--- config.mk ---
export PLATFORM = sky130hd
export DESIGN_NAME = edge_mod_counter_flat
export DESIGN_NICKNAME = d
export VERILOG_FILES = /design/src/rtl/edge_mod_pkg.sv /design/src/rtl/edge_mod_if.sv /design/src/rtl/edge_mod_channel.sv /design/src/rtl/edge_mod_counter.sv /design/src/flat_wrapper.sv
export SDC_FILE = /design/constraint.sdc
export NUM_CORES = 1
export LEC_CHECK = 0
export ABC_AREA = 1
export BUFFER_PORTS_ARGS = -buffer_cell sky130_fd_sc_hd__buf_2
export CORE_AREA = 4 4 41 43
export CTS_CLUSTER_SIZE = 16
export DETAILED_ROUTE_END_ITERATION = 10
export DIE_AREA = 0 0 45 47
export GPL_ROUTABILITY_DRIVEN = 0
export SLEW_MARGIN = 20
export SYNTH_ARGS = -nofsm -noshare
export SYNTH_HDL_FRONTEND = slang
export SYNTH_HIERARCHICAL = 1
export SYNTH_SLANG_ARGS = --single-unit
--- constraint.sdc ---
create_clock -name clk -period 1.7 [get_ports clk]
set_input_delay 0.34 -clock clk [delete_from_list [all_inputs] [get_ports clk]]
set_output_delay 0.34 -clock clk [all_outputs]
set_load 0.005 [all_outputs]
--- src/rtl/edge_mod_pkg.sv ---
// edge_mod_pkg: edge-mode encoding and qualifying-edge helper for edge_mod_counter
package edge_mod_pkg;

    typedef enum logic [1:0] {
        EDGE_BOTH = 2'b00,
        EDGE_RISE = 2'b01,
        EDGE_FALL = 2'b10,
        EDGE_HOLD = 2'b11
    } edge_mode_t;

    function automatic logic edge_hit(edge_mode_t mode, logic x, logic x_q);
        return mode == EDGE_BOTH ? x ^ x_q :
               mode == EDGE_RISE ? x & ~x_q :
               mode == EDGE_FALL ? ~x & x_q : 1'b0;
    endfunction

endpackage

--- src/rtl/edge_mod_if.sv ---
// edge_mod_if: per-channel sample/control inputs and count/flag outputs of edge_mod_counter
interface edge_mod_if #(
    parameter int CH = 1,
    parameter int CW = 2
);
    import edge_mod_pkg::*;

    logic [CH-1:0]    x;
    logic [CH-1:0]    en;
    logic [CH-1:0]    clr;
    edge_mode_t       mode;
    logic [CH-1:0]    y;
    logic [CH*CW-1:0] count;
    logic [CH-1:0]    wrap;

    modport master (output x, en, clr, mode, input y, count, wrap);
    modport slave  (input x, en, clr, mode, output y, count, wrap);

endinterface

--- src/rtl/edge_mod_channel.sv ---
// edge_mod_channel: one channel counting qualifying edges of x modulo MOD
module edge_mod_channel
    import edge_mod_pkg::*;
#(
    parameter int   MOD    = 4,
    parameter logic INIT_X = 1'b1,
    parameter int   CW     = $clog2(MOD)
) (
    input  logic          clk,
    input  logic          rst,
    input  logic          x,
    input  logic          en,
    input  logic          clr,
    input  edge_mode_t    mode,
    output logic          y,
    output logic [CW-1:0] cnt,
    output logic          wrap
);

    logic          x_q;
    logic [CW-1:0] cnt_q, cnt_d;
    logic          wrap_q, wrap_d;
    logic          hit, last, bad;

    // codes at or above MOD are unreachable; if ever entered they collapse to 0
    always_comb begin
        hit    = en & edge_hit(mode, x, x_q);
        last   = 32'(cnt_q) == MOD - 1;
        bad    = 32'(cnt_q) >= MOD;
        cnt_d  = (clr | bad) ? '0 : hit ? (last ? '0 : cnt_q + 1'b1) : cnt_q;
        wrap_d = ~clr & hit & last;
    end

    always_ff @(posedge clk or posedge rst) begin
        if (rst) begin
            x_q    <= INIT_X;
            cnt_q  <= '0;
            wrap_q <= 1'b0;
        end else begin
            x_q    <= x;
            cnt_q  <= cnt_d;
            wrap_q <= wrap_d;
        end
    end

    assign y    = cnt_q == '0;
    assign cnt  = cnt_q;
    assign wrap = wrap_q;

endmodule

--- src/rtl/edge_mod_counter.sv ---
// edge_mod_counter: CH independent modulo-MOD edge counters sharing one edge mode
module edge_mod_counter #(
    parameter int   MOD    = 4,
    parameter int   CH     = 1,
    parameter logic INIT_X = 1'b1,
    parameter int   CW     = $clog2(MOD)
) (
    input logic      clk,
    input logic      rst,
    edge_mod_if.slave bus
);

    logic [CH-1:0]    y;
    logic [CH-1:0]    wrap;
    logic [CH*CW-1:0] count;

    for (genvar i = 0; i < CH; i++) begin : g_ch
        edge_mod_channel #(
            .MOD   (MOD),
            .INIT_X(INIT_X),
            .CW    (CW)
        ) u_ch (
            .clk (clk),
            .rst (rst),
            .x   (bus.x[i]),
            .en  (bus.en[i]),
            .clr (bus.clr[i]),
            .mode(bus.mode),
            .y   (y[i]),
            .cnt (count[i*CW +: CW]),
            .wrap(wrap[i])
        );
    end

    assign bus.y     = y;
    assign bus.wrap  = wrap;
    assign bus.count = count;

endmodule

--- src/flat_wrapper.sv ---
// flat-port wrapper written by rule: the top's interface ports become plain ports
module edge_mod_counter_flat 
#(
    parameter int   MOD    = 4,
    parameter int   CH     = 1,
    parameter logic INIT_X = 1'b1,
    parameter int   CW     = $clog2(MOD)
)
  (clk, rst, bus_x, bus_en, bus_clr, bus_mode, bus_y, bus_count, bus_wrap);
  edge_mod_if #(.CH(CH), .CW(CW)) bus_i ();
  input logic clk;
  input logic rst;
  input wire logic [$bits(bus_i.x)-1:0] bus_x;
  input wire logic [$bits(bus_i.en)-1:0] bus_en;
  input wire logic [$bits(bus_i.clr)-1:0] bus_clr;
  input wire logic [$bits(bus_i.mode)-1:0] bus_mode;
  output wire logic [$bits(bus_i.y)-1:0] bus_y;
  output wire logic [$bits(bus_i.count)-1:0] bus_count;
  output wire logic [$bits(bus_i.wrap)-1:0] bus_wrap;
  assign bus_i.x = bus_x;
  assign bus_i.en = bus_en;
  assign bus_i.clr = bus_clr;
  assign bus_i.mode = bus_mode;
  assign bus_y = bus_i.y;
  assign bus_count = bus_i.count;
  assign bus_wrap = bus_i.wrap;
  edge_mod_counter #(.MOD(MOD), .CH(CH), .INIT_X(INIT_X), .CW(CW)) u_core (.clk(clk), .rst(rst), .bus(bus_i));
endmodule
==> results.tsv, run 1 <==
metric	value	unit
regToRegSetupSlack	0.43	ns
reg2regPathDepth	5	
vias	247	
cp.arrival	1.02	ns
whs	0.2315	ns
path_cells	inv_1, ha_1, buf_2	
reg2reg_from	u_core/g_ch[0].u_ch/x_q$_DFF_PP1_	
tns	0	ns
p_leak	0.0002239	uW
cts_buffer_depth	2	
drc	0	
maxCapViolCount	0	
path_buf_inv	2	
finalSetupViolations	0	
crit_path_end_kind	output port	
die_w	45	microns
numCtsBuffers	3	
ioPinCount	11	
grt_pass1_wl	869	microns
die_h	47	microns
core_area	0.001301	sq mm
syn-cell-area	270.3	sq um
ys_seq_area_share	37.50	%
global_route.usage.met2	9.605	%
yosysWarnings	6	
critPathMaxStageDelay	0.41	ns
layout_common_cells	inv_1 (11), buf_2 (10), nand2_1 (6)	
die-area	0.002115	sq mm
rsz0062_at_grt	no	
start_util	20.77	%
grt-ovfl-total	0	
grtUsageMet3	3.448	%
final_layout_size_suffix_gt1_share	34.69	%
crit_slowest_cell	dfrtp_1	
h-tree-depth	1	
vias_per_cell	3.859	
ant_nets	0	
dr.first_iter.drc_count	0	
clock.fmax	0.7347	GHz
top_usage_layer	met2	
port_buffers	10	
area_growth	38.89	%
routed_wl	547	microns
hp-class	in -> reg	
num_antenna_cells	0	
row_count	13	
nets	61	
status	finished clean	
synth.distinct_cells	11	
crit_fanout	5	
r2r_end	u_core/g_ch[0].u_ch/cnt[1]$_DFFE_PP0P_	
grt_pass1_vias	222	
fin_skew	0.01119	ns
crit_type	reg -> out	
grtUsageMet1	5.977	%
clkTransAtPathRegs	0.05	ns
irDropWorstVdd	0.2913	mV
antenna_found_initial	0	
clk_latency	0.24	ns
avgSynthCellArea	7.949	sq um
syn-num-nets	45	
cp.depth	3	
postCtsSetupBuffers	0	
cts_resized	0	
dr.pass1.iters	1	
start_kind	flop	
wire_per_inst	8.547	microns
ctsRootBufferMaster	clkbuf_4	
critPathCapture	bus_y	
worstPathRequired	1.36	ns
post-dp-hpwl	444.3	microns
postSynthCellCount	34	
final_max_slew_viol_count	0	
synth_seq_cells	4	
fin_crit_sh	80.06	%
max_slew_margin	88.63	%
p_per_area	739.7	mW/mm^2
ctsHoldBuffers	1	
crit_family	flip-flops	
final_common_cell	inv_1	
grt_max_degree	6	
fin_crit	1.361	ns
finalHoldViolCount	0	
crit_path_start	u_core/g_ch[0].u_ch/cnt[0]$_DFFE_PP0P_	
fill_cells	151	
cts_tree	done	
grt_usage	6.423	%
clock_sinks	4	
worst-slew-pin-transition	0.1705	ns
cells by family after synthesis:
group           synth area share, %
flops                         37.50
fa+ha+maj                     18.52
compound gates                3.241
buf+inv                       15.28
simple gates                  25.46
stage by stage:
| step | power [uW] | cell area [sq um] | worst slack (ns) | util [%] | instances |
|---|---|---|---|---|---|
| after detailed placement | 146.8 | 339.1 | 0.3662 | 26.06 | 59 |
| after global routing | 299.4 | 375.4 | 0.2817 | 28.85 | 64 |
| final | 277.7 | 375.4 | 0.3390 | 28.85 | 64 |
| after floorplan | 128.4 | 270.3 | 0.4880 | - | 34 |
| after CTS | 288.6 | 375.4 | 0.3171 | 28.85 | 64 |
| after global placement | 146.0 | 339.1 | 0.3898 | 26.06 | 59 |
worst min path at each step:
stage / from / endpoint / slack [ns] / depth (start not counted)
floorplan: rst / u_core/g_ch[0].u_ch/cnt[0]$_DFFE_PP0P_ / 0.11 / 1
global placement: rst / u_core/g_ch[0].u_ch/wrap$_DFF_PP0_ / 0.22 / 2
detailed placement: rst / u_core/g_ch[0].u_ch/wrap$_DFF_PP0_ / 0.23 / 2
CTS: bus_x / u_core/g_ch[0].u_ch/x_q$_DFF_PP1_ / 0.22 / 1
global route: bus_x / u_core/g_ch[0].u_ch/x_q$_DFF_PP1_ / 0.22 / 1
finish: bus_x / u_core/g_ch[0].u_ch/x_q$_DFF_PP1_ / 0.23 / 1
area by class of cell:
class                   instances  area [sq um]  share of cell area (%)
clock buffers                   4         26.28                   7.000
well taps                      15         18.77                   5.000
repair buffers                 11         60.06                   16.00
inverters                      11         41.29                   11.00
flip-flops and latches          4         101.3                   27.00
multi-input cells              19         127.6                   34.00
metal layers:
layer | up-vias | part of all wire [%]
met3 | 0 | 11
met5 | - | 0
met1 | 106 | 42
li1 | 134 | -
met4 | 0 | 0
met2 | 7 | 47
power by group:
group / internal, uW / switching (uW)
Sequential: 100 / 4.07
Combinational: 18.9 / 22.7
Clock: 88.3 / 43.3
synthesized netlist by cell type:
cell type | number | area [sq um]
nand2_2 | 1 | 6.260
dfrtp_1 | 3 | 75.07
dfstp_2 | 1 | 26.28
nand3_1 | 2 | 10.01
a21oi_2 | 1 | 8.760
nor2_1 | 2 | 7.510
ha_1 | 4 | 50.05
nand4_1 | 2 | 12.51
nand2_1 | 6 | 22.52
inv_1 | 11 | 41.29
nor3_2 | 1 | 10.01
sequential cells by signal (all words and copies together), names as in the netlist:
name	flops
u_core/g_ch.u_ch/cnt	2
u_core/g_ch.u_ch/wrap	1
u_core/g_ch.u_ch/x_q	1
Power figures use the tool's default switching activity.
==> inputs of run 2 (changes only) <==
Settings changed: ABC_AREA 1 to 0.
Clock period 1.7 ns to 1.32 ns, I/O delays scaled along.
==> results.tsv, run 2 <==
metric	value	unit
status	finished, violations left	
violations	setup timing	
clock.fmax	0.6378	GHz
dpl-instance-area	396.6	sq um
yosysMostFrequentCell	inv_1	
synth_common_cells	inv_1 (6), ha_1 (4), dfrtp_1 (3)	
stdcell_area	440.4	sq um
dr.pass1.iters	2	
row_count	13	
finalSetupViolations	3	
routed_wl	590	microns
crit_path_start	u_core/g_ch[0].u_ch/x_q$_DFF_PP1_	
synth-simple-area-share	20.61	%
synth_seq_cells	4	
layout_common_cells	buf_2 (10), inv_1 (6), buf_4 (4)	
num_antenna_cells	0	
path_cells	ha_4, nor2b_4, o41ai_4, mux2_4	
reg2reg_from	u_core/g_ch[0].u_ch/x_q$_DFF_PP1_	
p_per_area	888.5	mW/mm^2
start_util	21.92	%
postSynthCellCount	25	
grt_max_degree	6	
r2r_end	u_core/g_ch[0].u_ch/cnt[0]$_DFFE_PP0P_	
ioPinCount	11	
regToRegSetupSlack	-0.25	ns
vias	239	
die_w	45	microns
tns	-0.6496	ns
die_h	47	microns
ant_nets	0	
synth_compound_gate_area_share	9.649	%
crit_path_end_kind	flop	
final_max_slew_viol_count	0	
largest_reg_flops	2	
fin_crit_sh	118.8	%
nets	56	
cts_tree	done	
vias_per_cell	4.051	
final_common_cell	buf_2	
synth_edf_count	0	
crit_slowest_cell	dfstp_2	
finalHoldViolCount	0	
grt-ovfl-total	0	
clk_latency	0.24	ns
fin_ws	-0.2480	ns
worstPathRequired	1.44	ns
max_slew_margin	80.27	%
ys.flop_type	dfrtp_1	
clkTransAtPathRegs	0.04	ns
avgSynthCellArea	11.41	sq um
dpl_worst_slack	-0.2521	ns
utilization	33.85	%
synth_fa_ha_area_share	17.54	%
synth-xor-area-share	0	%
reg2regPathDepth	4	
crit_fanout	2	
critPathMaxStageDelay	0.55	ns
synth_top_family_by_area	simple AND/OR/NAND/NOR gates	
drc	0	
grt_usage	7.851	%
irDropWorstVdd	0.5063	mV
grt_pass1_wl	1.097	mm
syn-cell-area	285.3	sq um
area_growth	54.39	%
worst-slew-pin-transition	0.2950	ns
cp.arrival	1.69	ns
hp-class	in -> reg	
numCtsBuffers	3	
antenna_found_initial	0	
core_area	0.001301	sq mm
post-dp-hpwl	456.5	microns
yosys.area.top_type_share	26.32	%
ctsRootBufferMaster	clkbuf_4	
synth_area_leaders	dfrtp_1 (26%), ha_1 (18%), o41ai_4 (9.6%)	
dr.first_iter.drc_count	1	
synthMuxAreaShare	8.772	%
final_layout_size_suffix_gt1_share	52.27	%
syn-num-nets	36	
whs	0.2571	ns
yosysWarnings	6	
fin_skew	0.006415	ns
async_flop_share	100.0	%
port_buffers	10	
clock_sinks	4	
crit_type	reg -> reg	
die-area	0.002115	sq mm
p_leak	0.0002427	uW
grt_pass1_vias	283	
cts_buffer_depth	2	
h-tree-depth	1	
maxCapViolCount	0	
yosys.area.top_type	dfrtp_1	
rsz0062_at_grt	yes	
wire_per_inst	10.00	microns
fin_crit	1.568	ns
critPathCapture	u_core/g_ch[0].u_ch/cnt[0]$_DFFE_PP0P_	
fill_cells	148	
synth.distinct_cells	14	
ys_seq_area_share	35.53	%
start_kind	flop	
-- run 2: worst min-delay path by stage --
stage | start | slack (ns) | depth (start not counted) | endpoint
4_1_cts | bus_x | 0.25 | 2 | u_core/g_ch[0].u_ch/x_q$_DFF_PP1_
6_report | bus_x | 0.26 | 2 | u_core/g_ch[0].u_ch/x_q$_DFF_PP1_
3_3_place_gp | rst | 0.15 | 2 | u_core/g_ch[0].u_ch/wrap$_DFF_PP0_
5_1_grt | bus_x | 0.27 | 2 | u_core/g_ch[0].u_ch/x_q$_DFF_PP1_
2_1_floorplan | rst | 0.03 | 1 | u_core/g_ch[0].u_ch/cnt[0]$_DFFE_PP0P_
3_5_place_dp | rst | 0.15 | 2 | u_core/g_ch[0].u_ch/wrap$_DFF_PP0_
-- run 2: cells by family after synthesis --
family                   Yosys count
AND/OR/NAND/NOR                    8
buffers and inverters              6
adder cells (fa/ha/maj)            4
AO/OA/AOI/OAI                      1
flip-flops                         4
multiplexers                       2
-- run 2: cell type report --
| cell class | instances | area, sq um | share of cell area (%) |
|---|---|---|---|
| tap | 15 | 18.77 | 4.261 |
| inverter | 6 | 22.52 | 5.114 |
| sequential | 4 | 101.3 | 23.01 |
| multi-input combinational | 15 | 181.4 | 41.19 |
| timing repair buffer | 15 | 90.09 | 20.45 |
| clock buffer | 4 | 26.28 | 5.966 |
-- run 2: routing by layer --
metal	track usage, %	routed length [microns]	vias up
met5	0	0	-
li1	-	-	117
met2	11.58	263	10
met3	5.364	74	0
met4	5.263	0	0
met1	8.046	252	112
-- run 2: where the power goes --
part	switching [uW]	internal, uW	total [uW]
clock	64.7	114	179
sequential	4.37	129	133
combinational	33.1	45.7	78.7
-- run 2: per-stage QoR --
step | instances | power (uW)
2_1_floorplan | 25 | 176.2
3_3_place_gp | 53 | 207.5
3_5_place_dp | 53 | 209.1
4_1_cts | 58 | 396.9
5_1_grt | 59 | 412.7
6_report | 59 | 391.3
-- run 2: worst max-delay path: cells and delay by family (launching register included) --
kind | cells | cell delay (ns)
adders and majority gates | 1 | 0.19
muxes | 1 | 0.34
DFF | 1 | 0.55
AOI/OAI and AO/OA | 1 | 0.25
and+or+nand+nor | 1 | 0.12
-- run 2: repair_timing --
item	4_1_cts	5_1_grt
gates resized for setup	0	0
hold buffers	1	0
buffers inserted	0	1
cloned	0	0
endpoints found under the setup margin	3	4
hold endpoints to repair	3	0
